==> config.mk <==
export PLATFORM = sky130hd
export DESIGN_NAME = gain_offset_calibrator
export DESIGN_NICKNAME = d
export VERILOG_FILES = /design/src/rtl/gain_offset_calibrator.sv
export SDC_FILE = /design/constraint.sdc
export NUM_CORES = 1
export LEC_CHECK = 0
export BUFFER_PORTS_ARGS = -buffer_cell sky130_fd_sc_hd__buf_2
export CORE_ASPECT_RATIO = 1.2
export CORE_MARGIN = 5
export CORE_UTILIZATION = 60
export CTS_CLUSTER_SIZE = 20
export DETAILED_ROUTE_END_ITERATION = 16
export MAX_ROUTING_LAYER = met4
export PLACE_DENSITY = 0.77
export SLEW_MARGIN = 40
export SYNTH_ARGS = -nofsm -noshare
export SYNTH_HDL_FRONTEND = slang
export SYNTH_SLANG_ARGS = --single-unit
==> constraint.sdc <==
create_clock -name clk -period 8.75 [get_ports clk]
set_input_delay 0.4375 -clock clk [delete_from_list [all_inputs] [get_ports clk]]
set_output_delay 0.4375 -clock clk [all_outputs]
set_load 0.01 [all_outputs]
==> src/rtl/gain_offset_calibrator.sv <==
// Block calibrator: accumulates 2^LOG2_N signed samples, then derives a gain
// (TARGET_PEAK / half-span via restoring division) and an offset that cancels the mean.
module gain_offset_calibrator #(
    parameter int unsigned IN_WIDTH     = 8,
    parameter int unsigned GAIN_WIDTH   = 16,
    parameter int unsigned GAIN_RADIX   = 8,
    parameter int unsigned OFFSET_WIDTH = 8,
    parameter int unsigned LOG2_N       = 10,
    parameter int unsigned TARGET_PEAK  = 100
) (
    input  logic                           clk,
    input  logic                           rstn,
    input  logic                           start,
    input  logic                           in_valid,
    input  logic signed [IN_WIDTH-1:0]     in,
    output logic                           busy,
    output logic                           done,
    output logic                           cal_valid,
    output logic        [GAIN_WIDTH-1:0]   gain,
    output logic signed [OFFSET_WIDTH-1:0] offset
);

    localparam int unsigned SUM_W  = IN_WIDTH + LOG2_N;
    localparam int unsigned HS_W   = IN_WIDTH + 1;
    localparam int unsigned REM_W  = HS_W + 1;
    localparam int unsigned DW     = IN_WIDTH + GAIN_RADIX;
    localparam int unsigned CNT_W  = $clog2(DW + 1);
    localparam int unsigned QEXT_W = DW + GAIN_WIDTH;
    localparam int unsigned PROD_W = IN_WIDTH + GAIN_WIDTH + 1;

    localparam logic [DW-1:0]              DIVIDEND = DW'(TARGET_PEAK << GAIN_RADIX);
    localparam logic [QEXT_W-1:0]          GAIN_MAX = QEXT_W'({GAIN_WIDTH{1'b1}});
    localparam logic signed [PROD_W:0]     OFF_MAX  = (PROD_W + 1)'(2 ** (OFFSET_WIDTH - 1) - 1);
    localparam logic signed [PROD_W:0]     OFF_MIN  = -OFF_MAX - (PROD_W + 1)'(1);

    typedef enum logic [2:0] {
        IDLE   = 3'd0,
        ACCUM  = 3'd1,
        MEAN   = 3'd2,
        DIVIDE = 3'd3,
        OFFSET = 3'd4,
        DONE   = 3'd5
    } state_t;

    state_t state_q, state_d;

    logic signed [SUM_W-1:0]    sum_q;
    logic        [LOG2_N-1:0]   count_q;
    logic signed [IN_WIDTH-1:0] max_q, min_q, mean_q;
    logic        [HS_W-1:0]     half_span_q;
    logic        [HS_W-1:0]     rem_q;
    logic        [DW-1:0]       dvd_q, quot_q;
    logic        [CNT_W-1:0]    div_cnt_q;
    logic        [GAIN_WIDTH-1:0] gain_q;

    logic                       sample_c, last_sample_c, div_last_c, ge_c;
    logic        [HS_W-1:0]     diff_c, half_span_c;
    logic        [REM_W-1:0]    trial_c, rem_next_c;
    logic        [DW-1:0]       quot_next_c;
    logic signed [IN_WIDTH-1:0] mean_c;
    logic signed [PROD_W-1:0]   prod_c, scaled_c;
    logic signed [PROD_W:0]     neg_c;
    logic signed [OFFSET_WIDTH-1:0] off_sat_c;

    // Datapath combinational terms
    always_comb begin
        sample_c      = (state_q == ACCUM) && in_valid;
        last_sample_c = sample_c && (count_q == '1);
        diff_c        = {max_q[IN_WIDTH-1], max_q} - {min_q[IN_WIDTH-1], min_q};
        half_span_c   = diff_c >> 1;
        mean_c        = IN_WIDTH'(sum_q >>> LOG2_N);
        trial_c       = {rem_q, dvd_q[DW-1]};
        ge_c          = trial_c >= {1'b0, half_span_q};
        rem_next_c    = ge_c ? (trial_c - {1'b0, half_span_q}) : trial_c;
        quot_next_c   = {quot_q[DW-2:0], ge_c};
        div_last_c    = (div_cnt_q == CNT_W'(DW - 1));
        prod_c        = PROD_W'(mean_q) * PROD_W'($signed({1'b0, gain_q}));
        scaled_c      = prod_c >>> GAIN_RADIX;
        neg_c         = -((PROD_W + 1)'(scaled_c));
        if (neg_c > OFF_MAX)
            off_sat_c = OFFSET_WIDTH'(OFF_MAX);
        else if (neg_c < OFF_MIN)
            off_sat_c = OFFSET_WIDTH'(OFF_MIN);
        else
            off_sat_c = OFFSET_WIDTH'(neg_c);
    end

    // Next-state logic
    always_comb begin
        state_d = state_q;
        case (state_q)
            IDLE:    if (start) state_d = ACCUM;
            ACCUM:   if (last_sample_c) state_d = MEAN;
            MEAN:    state_d = (half_span_c == '0) ? OFFSET : DIVIDE;
            DIVIDE:  if (div_last_c) state_d = OFFSET;
            OFFSET:  state_d = DONE;
            DONE:    state_d = IDLE;
            default: state_d = IDLE;
        endcase
    end

    always_ff @(posedge clk or negedge rstn) begin
        if (!rstn) state_q <= IDLE;
        else       state_q <= state_d;
    end

    // Accumulation, statistics and divider registers
    always_ff @(posedge clk or negedge rstn) begin
        if (!rstn) begin
            sum_q       <= '0;
            count_q     <= '0;
            max_q       <= '0;
            min_q       <= '0;
            mean_q      <= '0;
            half_span_q <= '0;
            rem_q       <= '0;
            dvd_q       <= '0;
            quot_q      <= '0;
            div_cnt_q   <= '0;
            gain_q      <= '0;
        end else begin
            case (state_q)
                IDLE: if (start) begin
                    sum_q   <= '0;
                    count_q <= '0;
                    max_q   <= {1'b1, {(IN_WIDTH - 1){1'b0}}};
                    min_q   <= {1'b0, {(IN_WIDTH - 1){1'b1}}};
                end
                ACCUM: if (sample_c) begin
                    sum_q   <= sum_q + SUM_W'(in);
                    count_q <= count_q + LOG2_N'(1);
                    if (in > max_q) max_q <= in;
                    if (in < min_q) min_q <= in;
                end
                MEAN: begin
                    mean_q      <= mean_c;
                    half_span_q <= half_span_c;
                    rem_q       <= '0;
                    dvd_q       <= DIVIDEND;
                    quot_q      <= '0;
                    div_cnt_q   <= '0;
                    if (half_span_c == '0) gain_q <= '1;
                end
                DIVIDE: begin
                    rem_q     <= HS_W'(rem_next_c);
                    dvd_q     <= {dvd_q[DW-2:0], 1'b0};
                    quot_q    <= quot_next_c;
                    div_cnt_q <= div_cnt_q + CNT_W'(1);
                    // Quotient may exceed the gain range when DW > GAIN_WIDTH
                    if (div_last_c)
                        gain_q <= (QEXT_W'(quot_next_c) > GAIN_MAX) ? '1 : GAIN_WIDTH'(quot_next_c);
                end
                default: ;
            endcase
        end
    end

    // Registered outputs
    always_ff @(posedge clk or negedge rstn) begin
        if (!rstn) begin
            busy      <= 1'b0;
            done      <= 1'b0;
            cal_valid <= 1'b0;
            gain      <= '0;
            offset    <= '0;
        end else begin
            busy <= (state_d != IDLE);
            done <= (state_d == DONE);
            if ((state_q == IDLE) && start)
                cal_valid <= 1'b0;
            else if (state_q == OFFSET)
                cal_valid <= 1'b1;
            if (state_q == OFFSET) begin
                gain   <= gain_q;
                offset <= off_sat_c;
            end
        end
    end

endmodule

==> Word level (Yosys, flattened, before mapping) <==
Index checks and enable logic that the tools add are counted.
Widths: inputs -> output; s select.
{ "word_totals": {"input_bits": 12, "out_inout_bits": 27, "wordCells": 86, "regBits": 151} }
{ "op_classes": {"addsub": 6, "reduce_logical": 13, "magnitude_cmp": 5, "mux": 31, "mul": 1, "eq_ne": 13} }
{ "ops": {"columns": ["cell", "n"], "rows": [
  ["$mux 8", 8],
  ["$pmux 16 s2", 2],
  ["$mux 18", 2],
  ["$pmux 18 s2", 1],
  ["$mux 16", 2],
  ["$pmux 8 s2", 2],
  ["$pmux 15 s2", 1],
  ["$gt 26x8->1 const B", 1],
  ["$lt 26x8->1 const B", 1],
  ["$neg 17->26", 1],
  ["$mul 8x17->25", 1],
  ["$mux 10", 2],
  ["$pmux 10 s2", 1],
  ["$add 18x8->18", 1],
  ["$pmux 9 s2", 1],
  ["$pmux 3 s5", 1],
  ["$mux 3", 4],
  ["$add 10x1->10 const B", 1],
  ["$eq 10x10->1 const B", 1],
  ["$ge 10x8->1", 1],
  ["$pmux 5 s2", 1],
  ["$logic_not 9->1", 1],
  ["$mux 9", 1],
  ["$sub 8x8->9", 1],
  ["other kinds (17)", 30]
]} }

==> Depth between registers and ports, before layout <==
{ "logic_depth": {"word_depth": 6, "ltp_mapped": 24, "depth_no_buf": 22} }

==> Worst setup path before layout <==
OpenSTA, ideal clock, no wires.
{ "synth_path": {"path_type": "reg2reg", "start": "reg mean_q[7]", "end": "reg offset[0]", "slack_ps": 2671, "stages_incl_launch_ff": 23, "arrival_time_ps": 5933, "path_buffers": 2, "path_cell_list": "dfrtp_1 inv_1 buf_1 nor2_1 fa_1 fa_1 fa_1 inv_1 fa_1 inv_1 ha_1 buf_6 a21oi_2 o21bai_2 a221oi_4 mux2i_1 nor2_1 or3_1 nor3_2 xnor2_1 nand3_1 a211oi_4 o221ai_1"} }
{ "synth_between": {"elab_chain_cells": 5} }
{ "synth_rtl": {"columns": ["item", "line_no", "rtl"], "rows": [
  ["start, declared", "49", "logic signed [IN_WIDTH-1:0] max_q, min_q, mean_q;"],
  ["start signal, assigned", "136", "mean_q <= mean_c;"],
  ["$mul 8x17->25 *", "77", "prod_c = PROD_W'(mean_q) * PROD_W'($signed({1'b0, gain_q}));"],
  ["$neg 17->26 *", "79", "neg_c = -((PROD_W + 1)'(scaled_c));"],
  ["$lt 26x8->1", "82", "else if (neg_c < OFF_MIN)"],
  ["$mux 8", "82", null],
  ["$mux 8 *", "80", "if (neg_c > OFF_MAX)"],
  ["end signal, assigned", "175", "offset <= off_sat_c;"],
  ["end, declared", "20", "output logic signed [OFFSET_WIDTH-1:0] offset"]
]} }
Every way passes the cells marked *; elsewhere a longest branch is shown, timed or not.
A chain may end at the register's enable or synchronous reset.

==> Worst setup path after layout <==
{ "layout_path": {"start": "reg mean_q[7]", "end": "reg offset[1]"} }
Same word-level chain as after synthesis.

==> flow_summary.json <==
{
  "ios": 39,
  "worstReg2RegEnd": "offset[1]",
  "vias": 9612,
  "path_max_fanout": 15,
  "cp.required_ps": 9040,
  "clk_path_buf_depth": 2,
  "timing.final.crit_share_pct": 76.73,
  "slowest_delay_ps": 540,
  "drcViolationCount": 0,
  "post-dp-hpwl_um": 20170,
  "die_x_um": 140.8,
  "grt_pass1_wl_um": 46130,
  "clock.fmax_mhz": 149.0,
  "postCtsSetupRepairBufs": 0,
  "path_buf_inv": 3,
  "met3WireLength_um": 839,
  "rows": 57,
  "rsz0062_at_grt": "false",
  "syn_area_mm2": 0.01232,
  "r2r_slack_ps": 2040,
  "start_util_pct": 60.82,
  "track_usage_pct": 24.52,
  "pwr-share-clk_pct": 31.4,
  "p_int_mw": 1.469,
  "wirelength_met1_um": 11320,
  "fin_area_mm2": 0.01328,
  "path_delay_family": "adder cells",
  "globalRouteOverflowTotal": 0,
  "nNetsFinal": 1589,
  "status": "finished clean",
  "cp_slowest_cell": "fa_1",
  "max_cap_viol_count": 0,
  "ctsHoldBuffers": 0,
  "synth_seq_area_share_pct": 28.64,
  "cts.sink_count": 141,
  "crit_path_frequent_cell": "fa_1",
  "endpoint": "offset[1]",
  "clkLatencyLatePin_ps": 430,
  "core_mm2": 0.02025,
  "drive_above_1_share_pct": 7.527,
  "antenna_found_initial": 1,
  "cts_resized": 0,
  "arrival_ps": 7000,
  "wire_per_inst_um": 16.35,
  "drv_slew": 0,
  "gp_congestion": 0.8820,
  "cts-root-buf": "clkbuf_16",
  "pwr-share-seq_pct": 35.6,
  "fin_skew_ps": 14.21,
  "cts_tree": "yes",
  "hold_violations": 0,
  "synth_seq_cells": 141,
  "top_layer": "met4",
  "switchingPower_mw": 0.7760,
  "syn_inst": 1379,
  "cp_num_cells": 20,
  "syn_nets": 1586,
  "setup_viol": 0,
  "port_buffers": 38,
  "ir_drop_mv": 0.1964,
  "first_global_vias": 9713,
  "met2_length_um": 14280,
  "yosysUniqueCellTypes": 74,
  "worstHoldPathType": "input pin to asynchronous set/reset pin",
  "critPathCaptureType": "flip-flop",
  "synth-main-ff-cell": "dfrtp_1",
  "rr_worst_depth": 20,
  "worstReg2RegStart": "mean_q[7]",
  "p_comb_share_pct": 33.0,
  "dieArea_mm2": 0.02351,
  "clk_pin_slew_ps": 70,
  "dr.pass1.iters": 7,
  "vias_per_cell": 5.787,
  "h-tree-depth": 4,
  "crit_path_cell_trace": "inv_1 > nor2_1 > fa_1 > fa_1 > fa_1 > inv_1 > fa_1 > inv_1 > ha_1 > a21oi_2 > o21bai_2 > a221o_2 > a2111oi_0 > nor3_1 > xor2_1 > xor2_1 > o31ai_1 > o21ai_0 > a211oi_4 > o221ai_1",
  "place_area_mm2": 0.01270,
  "p_per_area_mw_per_mm2": 169.1,
  "avgSynthCellArea_um2": 8.934,
  "start_kind": "flip-flop",
  "wl_um": 27150,
  "worstSetupPathType": "flip-flop to flip-flop",
  "p_leak_nw": 6.884,
  "ys_async_sr_fraction_pct": 100.0,
  "drtAntennaViolNets": 0,
  "grt_max_degree": 86,
  "syn2layout_area_growth_pct": 7.759,
  "period_minus_slack_ps": 6714,
  "drt_iter0_markers": 574,
  "synth_edf_count": 0,
  "p_sw_share_pct": 34.56,
  "tightest_slew_ps": 773.5,
  "crit_start": "mean_q[7]",
  "ys_warn_count": 0,
  "final.setup.tns_ps": 0,
  "die_h_um": 167.0,
  "max_slew_margin_pct": 48.38,
  "cts_made_buffers": 17
}
[layout by cell type, fill, tap and decap left out, types with 4 or more instances in the layout]
master,count
a211oi_1,6
a21o_1,33
a21oi_1,49
a21oi_2,4
a22o_1,11
a31oi_1,6
and2_1,93
and3_1,14
buf_2,37
buf_4,10
clkbuf_16,17
clkinvlp_4,4
dfrtp_1,141
fa_1,86
ha_1,109
inv_1,145
mux2i_1,13
nand2_1,208
nand2b_1,17
nand3_1,34
nand4_1,10
nand4b_1,17
nor2_1,51
nor2b_1,11
nor3_1,13
o211ai_1,6
o21a_1,20
o21ai_0,74
o21bai_1,9
o221ai_1,7
o22ai_1,5
o31ai_1,7
or3_1,9
xnor2_1,25
xor2_1,27
[sequential cells by signal, summed over array words and instances (netlist names)]
name	cells
done	1
min_q	8
div_cnt_q	5
offset	8
state_q	3
half_span_q	8
gain	16
cal_valid	1
mean_q	8
busy	1
quot_q	15
rem_q	9
max_q	8
dvd_q	6
sum_q	18
gain_q	16
count_q	10
[synth_stat cells (all sizes together) (3+ instances only)]
| master | n | area share (%) |
|---|---|---|
| a211oi | 8 | 0.63 |
| nor2 | 52 | 1.6 |
| buf | 10 | 0.48 |
| o21ai | 77 | 3.2 |
| nor3 | 14 | 0.61 |
| nor2b | 12 | 0.61 |
| o22ai | 6 | 0.30 |
| and2 | 93 | 4.7 |
| xnor2 | 25 | 1.8 |
| o31ai | 7 | 0.43 |
| nand4 | 10 | 0.51 |
| a31oi | 6 | 0.30 |
| nand4b | 17 | 1.2 |
| mux2i | 13 | 1.1 |
| o221ai | 8 | 0.62 |
| nand2 | 208 | 6.3 |
| dfrtp | 141 | 29 |
| a22o | 11 | 0.78 |
| nand3 | 34 | 1.4 |
| a31o | 3 | 0.21 |
| ha | 109 | 11 |
| inv | 145 | 4.4 |
| or3 | 9 | 0.46 |
| nand2b | 17 | 0.86 |
| a2111oi | 4 | 0.30 |
| xor2 | 27 | 1.9 |
| a21oi | 53 | 2.2 |
| o21a | 20 | 1.2 |
| fa | 86 | 14 |
| clkbuf | 55 | 1.7 |
| o211ai | 6 | 0.37 |
| o21bai | 10 | 0.64 |
| and3 | 14 | 0.71 |
| a21o | 33 | 2.0 |
| nor4 | 5 | 0.43 |
| or2 | 3 | 0.15 |
[metrics by stage]
step           setup slack (ps)  instances  utilization [%]  power, mW  hold WS (ps)
2_1_floorplan              2671       1379                -      1.362         141.9
3_3_place_gp               2323       1627            62.52      1.513         442.8
3_5_place_dp               2124       1628            62.71      1.540         451.8
4_1_cts                    2095       1660            65.52      2.258         82.25
5_1_grt                    1692       1661            65.54      2.391         94.70
6_report                   2036       1661            65.54      2.245         23.43
[layer usage]
metal	GRT usage, %	vias to the layer above
li1	-	4629
met1	28.20	4720
met2	43.25	198
met3	3.642	65
met4	9.060	0
met5	-	-
[cell families after synthesis]
kind of cell | share of synthesized area (%)
DFF | 28.64
AOI/OAI and AO/OA | 14.62
xor gates and xnor gates | 3.697
adders and majority gates | 25.05
and+or+nand+nor | 20.33
muxes | 1.056
buffers and inverters | 6.612
[worst min path at each step]
stage,start,end,cells past startpoint
finish,rstn,offset[7],1
global route,rstn,offset[2],1
CTS,rstn,offset[2],1
detailed placement,quot_q[14],quot_q[14],2
global placement,quot_q[14],quot_q[14],2
floorplan,rstn,busy,0
[power groups by stage]
stage	registers (mW)	clock network, mW	logic (mW)
final	0.799	0.706	0.741
after global routing	0.809	0.746	0.836
after CTS	0.799	0.716	0.744
after detailed placement	0.808	0	0.732
after global placement	0.804	0	0.709
after floorplan	0.793	0	0.569
[cell type report]
cell class	instances	area [um^2]
Multi-Input combinational cell	1027	7994
Fill cell	1659	6979
Sequential cell	141	3528
Inverter	146	548.0
Clock buffer	21	460.4
Tap cell	265	331.6
Timing Repair Buffer	49	301.5
Clock inverter	11	108.9
Antenna cell	1	2.502
(Power assumes the default switching activity.)
